[src/rtl/load_store_unit.sv]
// rtl/load_store_unit.sv - MEM-stage load/store initiator for a word-wide valid/ack data memory
// Optional build macro: LSU_TIMEOUT_EN (abort a memory access that is not acked within TIMEOUT_CYCLES)

module load_store_unit #(
  parameter int ADDR_W         = 8,
  parameter int TIMEOUT_CYCLES = 16
) (
  input  logic              clk,
  input  logic              rst_n,
  input  logic              req_valid,
  output logic              req_ready,
  input  logic [5:0]        req_opcode,
  input  logic [31:0]       req_addr,
  input  logic [31:0]       req_wdata,
  input  logic [4:0]        req_rt,
  output logic              mem_req,
  output logic              mem_we,
  output logic [ADDR_W-1:0] mem_addr,
  output logic [31:0]       mem_wdata,
  input  logic [31:0]       mem_rdata,
  input  logic              mem_ack,
  output logic              wb_valid,
  output logic [4:0]        wb_rd,
  output logic [31:0]       wb_data,
  output logic              st_done,
  output logic              err_valid,
  output logic [1:0]        err_code
);

  localparam logic [5:0] OP_LB  = 6'h20;
  localparam logic [5:0] OP_LH  = 6'h21;
  localparam logic [5:0] OP_LW  = 6'h23;
  localparam logic [5:0] OP_LBU = 6'h24;
  localparam logic [5:0] OP_LHU = 6'h25;
  localparam logic [5:0] OP_SB  = 6'h28;
  localparam logic [5:0] OP_SH  = 6'h29;
  localparam logic [5:0] OP_SW  = 6'h2B;

  typedef enum logic [1:0] {IDLE, RD, WR} state_t;

  state_t      state;
  logic [5:0]  op_q;
  logic [1:0]  boff_q;
  logic [31:0] wdata_q;
  logic [4:0]  rt_q;

  logic is_load;
  logic is_store;
  logic misaligned;

  // Upper address bits select nothing: the memory is only 2^ADDR_W words deep
`ifdef LSU_TIMEOUT_EN
  logic unused_bits;
  assign unused_bits = ^req_addr[31:ADDR_W+2];
`else
  logic [31:0] unused_bits;
  assign unused_bits = {31'd0, ^req_addr[31:ADDR_W+2]} ^ 32'(TIMEOUT_CYCLES);
`endif

  assign req_ready = (state == IDLE);

  // Byte/halfword select from a little-endian word, then sign/zero extend
  function automatic logic [31:0] load_extract(input logic [5:0] op, input logic [1:0] boff,
                                               input logic [31:0] w);
    logic [7:0]  b;
    logic [15:0] h;
    b = w[{boff, 3'b000} +: 8];
    h = w[{boff[1], 4'b0000} +: 16];
    case (op)
      OP_LB:   load_extract = {{24{b[7]}}, b};
      OP_LBU:  load_extract = {24'd0, b};
      OP_LH:   load_extract = {{16{h[15]}}, h};
      OP_LHU:  load_extract = {16'd0, h};
      default: load_extract = w;
    endcase
  endfunction

  // Replace only the addressed byte (sb) or halfword (sh) of the word read back
  function automatic logic [31:0] store_merge(input logic [5:0] op, input logic [1:0] boff,
                                              input logic [31:0] old_w, input logic [31:0] wd);
    logic [31:0] m;
    m = old_w;
    if (op == OP_SB) m[{boff, 3'b000} +: 8] = wd[7:0];
    else             m[{boff[1], 4'b0000} +: 16] = wd[15:0];
    store_merge = m;
  endfunction

  // Classify the incoming opcode and check its natural alignment
  always_comb begin
    is_load    = 1'b0;
    is_store   = 1'b0;
    misaligned = 1'b0;
    case (req_opcode)
      OP_LB, OP_LBU: is_load = 1'b1;
      OP_LH, OP_LHU: begin is_load = 1'b1;  misaligned = req_addr[0];    end
      OP_LW:         begin is_load = 1'b1;  misaligned = |req_addr[1:0]; end
      OP_SB:         is_store = 1'b1;
      OP_SH:         begin is_store = 1'b1; misaligned = req_addr[0];    end
      OP_SW:         begin is_store = 1'b1; misaligned = |req_addr[1:0]; end
      default: ;
    endcase
  end

`ifdef LSU_TIMEOUT_EN
  localparam int TO_W = $clog2(TIMEOUT_CYCLES + 1);
  logic [TO_W-1:0] to_cnt;
`endif

  // Request FSM with registered memory-port and result outputs
  always_ff @(posedge clk or negedge rst_n) begin
    if (!rst_n) begin
      state     <= IDLE;
      op_q      <= '0;
      boff_q    <= '0;
      wdata_q   <= '0;
      rt_q      <= '0;
      mem_req   <= 1'b0;
      mem_we    <= 1'b0;
      mem_addr  <= '0;
      mem_wdata <= '0;
      wb_valid  <= 1'b0;
      wb_rd     <= '0;
      wb_data   <= '0;
      st_done   <= 1'b0;
      err_valid <= 1'b0;
      err_code  <= '0;
`ifdef LSU_TIMEOUT_EN
      to_cnt    <= '0;
`endif
    end else begin
      wb_valid  <= 1'b0;
      st_done   <= 1'b0;
      err_valid <= 1'b0;
      case (state)
        IDLE: begin
          if (req_valid) begin
            if (!(is_load || is_store)) begin
              err_valid <= 1'b1;
              err_code  <= 2'b01;
            end else if (misaligned) begin
              err_valid <= 1'b1;
              err_code  <= 2'b10;
            end else begin
              op_q     <= req_opcode;
              boff_q   <= req_addr[1:0];
              wdata_q  <= req_wdata;
              rt_q     <= req_rt;
              mem_addr <= req_addr[ADDR_W+1:2];
              mem_req  <= 1'b1;
              if (req_opcode == OP_SW) begin
                state     <= WR;
                mem_we    <= 1'b1;
                mem_wdata <= req_wdata;
              end else begin
                state  <= RD;
                mem_we <= 1'b0;
              end
            end
          end
        end
        RD: begin
          if (mem_ack) begin
            // Opcode bit 3 separates stores (0x28..0x2B) from loads (0x20..0x25)
            if (!op_q[3]) begin
              state    <= IDLE;
              mem_req  <= 1'b0;
              wb_valid <= 1'b1;
              wb_rd    <= rt_q;
              wb_data  <= load_extract(op_q, boff_q, mem_rdata);
            end else begin
              state     <= WR;
              mem_we    <= 1'b1;
              mem_wdata <= store_merge(op_q, boff_q, mem_rdata, wdata_q);
            end
          end
        end
        WR: begin
          if (mem_ack) begin
            state   <= IDLE;
            mem_req <= 1'b0;
            mem_we  <= 1'b0;
            st_done <= 1'b1;
          end
        end
        default: state <= IDLE;
      endcase
`ifdef LSU_TIMEOUT_EN
      // mem_req only rises out of IDLE, so clearing in IDLE restarts the count per access
      if (state == IDLE) begin
        to_cnt <= '0;
      end else if (!mem_ack) begin
        if (to_cnt == TO_W'(TIMEOUT_CYCLES - 1)) begin
          state     <= IDLE;
          mem_req   <= 1'b0;
          mem_we    <= 1'b0;
          err_valid <= 1'b1;
          err_code  <= 2'b11;
        end else begin
          to_cnt <= to_cnt + 1'b1;
        end
      end
`endif
    end
  end

endmodule

[config.mk]
export PLATFORM = sky130hd
export DESIGN_NAME = load_store_unit
export DESIGN_NICKNAME = d
export VERILOG_FILES = /design/src/rtl/load_store_unit.sv
export SDC_FILE = /design/constraint.sdc
export NUM_CORES = 1
export LEC_CHECK = 0
export BUFFER_PORTS_ARGS = -buffer_cell sky130_fd_sc_hd__buf_2
export CORE_UTILIZATION = 50
export DETAILED_ROUTE_END_ITERATION = 8
export MAX_ROUTING_LAYER = met4
export PLACE_DENSITY = 0.78
export RECOVER_POWER = 50
export SYNTH_ARGS = -nofsm -noshare
export SYNTH_HDL_FRONTEND = slang
export SYNTH_SLANG_ARGS = --single-unit
[constraint.sdc]
create_clock -name clk -period 5.65 [get_ports clk]
set_input_delay 0.2825 -clock clk [delete_from_list [all_inputs] [get_ports clk]]
set_output_delay 0.2825 -clock clk [all_outputs]
set_load 0.005 [all_outputs]
==> run metrics <==
Final nets=between 800 and 900; Startpoint Class=primary input; Synth cell types=50; H-tree depth=4; Num CTS Buffers=17; Port Buffers=between 150 and 200; Layout Skew=0.006032 ns; fin crit period=3.961 ns; Synth Register Bits=115; largest net degree at the start of global routing=between 60 and 70; pwr dens=573.8 nW/um^2; unrepaired setup endpoints after global routing=false; Post-Syn Nets=roughly 710; DR iter-0 viols=509; Initial Util=about half; worst skew pair latency=0.41 ns; Avg Inst Size Synth=10.57 um^2; via count=5,523; Async SR Flop Fraction=100.0%; Period Utilization, post-route=70.11%; peak supply drop=0.3221 mV; number of global-route vias before repair=~5.6k; Max Slew Vio Count=between 150 and 200; relative slew slack=-72.34%; hpwl dp=between 10,000 and 15,000 um; min-delay worst type=primary input to flop; Fin Hold WS=~0.10 ns; FILL cells=roughly 1.0k; total grt overflow=0; Die H=114.0 um; IO Pins=196; Peak Freq=~250 MHz; CP max FO=between 60 and 70; Setup crit end kind=asynchronous set/reset pin; Pre-Repair DR Iteration Count=6; WP data arrival=between 4 and 5 ns; Mapped Cells=a little under 600; Worst-path clk slew=approximately 0.050 ns; Routability Congestion=~0.91; setup_tns=0 ns; FP Rows=40; CP Class=primary input to asynchronous set/reset pin; DR DRC count=0; Final ANT Viol Nets=0; Worst EP required=5.86 ns; warnings from Yosys=0; post-route setup slack=around 1.7 ns; Synth Flop Type=dfrtp_1; CTS tree=built; Longest Clk Path Bufs=2; post-DR vias/cell=roughly 5.9; full die area=~13,000 um^2; Area Overhead vs Synth=23.84%; pre-CTS setup slack=2.112 ns; Routed WL=between 15,000 and 20,000 um; failing checks=capacitance limit, slew limit; EDFF count, synth=0; PostCTS Resize Cnt=0; # diodes=0; Worst-Margin Slew=between 2 and 3 ns; Placeable Area=around 12,000 um^2; Final Setup Violations=0; Synth Cell Area=roughly 6300 um^2; status=complete, but fails checks; Root Driver=clkbuf_16; global-route wire length before repair=a little under 30,000 um; clock sinks=~120; initial antenna violation count=0; share of cells above drive strength 1=35.33%; P_leak=approximately 3.6 nW; Die X=114.0 um; Max-cap violations=3; Final Hold Viols=0; GRT Total Usage=roughly 31%; sequential area share after synthesis=between 40% and 50%; Worst R2R Setup Slack=approximately 2.0 ns; DR WL/cell=around 20 um
logic make-up (layout without fill, tap and decap cells):
kind of cell	count (synthesis)	after routing	share of synthesized area [%]
buffers and inverters	51	224	3.768
adder cells (fa/ha/maj)	9	9	1.794
AND/OR/NAND/NOR	167	167	12.48
AO/OA/AOI/OAI	157	157	17.13
multiplexers	95	95	18.98
flip-flops	115	115	45.85
cell type report:
class	instances	area (um^2)	share of cell area, %
Clock buffer	22	454.2	5.844
Timing Repair Buffer	179	857.1	11.03
Inverter	13	48.80	0.6278
Tap cell	168	210.2	2.704
Clock inverter	10	156.4	2.012
Sequential cell	115	2878	37.03
Multi-Input combinational cell	428	3168	40.76
final timing paths:
path	start	to	cells after the start
setup / recovery	rst_n	rt_q[0]	3
hold / removal	req_addr[2]	mem_addr[0]	2
setup reg to reg	state[1]	wb_data[24]	7
hold reg to reg	rt_q[4]	wb_rd[4]	2
max in group clk	state[1]	wb_data[24]	7
min in group asynchronous	rst_n	mem_wdata[0]	2
synthesized netlist by cell type (3+ instances only):
cell	n	share of area, %
clkbuf_1	20	1.2
nor2_1	35	2.1
nand3b_1	3	0.36
a211oi_1	9	1.1
nand3_1	9	0.72
nand2_1	85	5.1
a221o_1	16	2.6
o21a_1	3	0.36
ha_1	9	1.8
o221ai_1	5	0.70
buf_1	3	0.18
mux2_2	62	11
nor2b_1	4	0.40
a221oi_1	17	2.4
o2bb2ai_1	16	2.2
dfrtp_1	115	46
buf_4	3	0.36
mux2_4	30	7.2
buf_6	3	0.54
buf_2	9	0.72
nand2b_1	3	0.30
nor3_1	10	0.80
inv_1	12	0.72
o21ai_0	45	3.6
a21oi_1	39	3.1
worst max-delay path: stages:
cell,delay (ns)
dlygate4sd3_1,0.53
clkbuf_1,1.82
clkbuf_2,1.48
where the power goes:
group,leakage [nW],switching (mW),internal [mW]
Combinational,1.91,0.975,0.847
Sequential,1.42,0.303,1.22
Clock,0.298,0.371,0.746
metrics by stage:
step / power, mW / utilization [%] / std cells / cell area (um^2)
after floorplan: 2.684 / - / 594 / 6276
final: 4.460 / 64.17 / 935 / 7772
after global placement: 3.253 / 59.54 / 902 / 7211
after CTS: 4.488 / 64.66 / 935 / 7831
after global routing: 4.727 / 64.17 / 935 / 7772
after detailed placement: 3.348 / 59.54 / 902 / 7211
state kept, by name, indices dropped and copies added (netlist names):
name and count:
st_done 1, rt_q 5, err_valid 1, mem_wdata 32
err_code 2, wb_valid 1, wb_rd 5, wdata_q 16
mem_we 1, mem_req 1, op_q 6, wb_data 32
state 2, mem_addr 8, boff_q 2
cells in the final DEF (no fill, tap or decap), drive strengths merged, types with 3 or more instances in the layout:
cell and instances:
buf 136, dfrtp 115, mux2 92, nand2 85
clkbuf 64, o21ai 46, a21oi 41, nor2 37
a221oi 17, o2bb2ai 16, a221o 16, inv 12
nor3 11, nand3 10, a211oi 9, ha 9
clkinv 6, o221ai 5, nor2b 4, bufinv 4
nand3b 3, o21a 3, nand2b 3, nor4 3
what timing repair did:
action,4_1_cts,5_1_grt
hold endpoints to repair,47,0
setup endpoints to repair,0,0
hold buffers,1,0
setup buffers,0,0
layer usage:
| layer | vias up | global-route usage [%] | wire (um) |
|---|---|---|---|
| met5 | - | - | 0 |
| met4 | 0 | 16.88 | 896 |
| met3 | 65 | 7.226 | 1306 |
| met2 | 278 | 48.20 | 8999 |
| met1 | 2683 | 36.09 | 7402 |
| li1 | 2497 | - | - |
(Power assumes the default switching activity.)
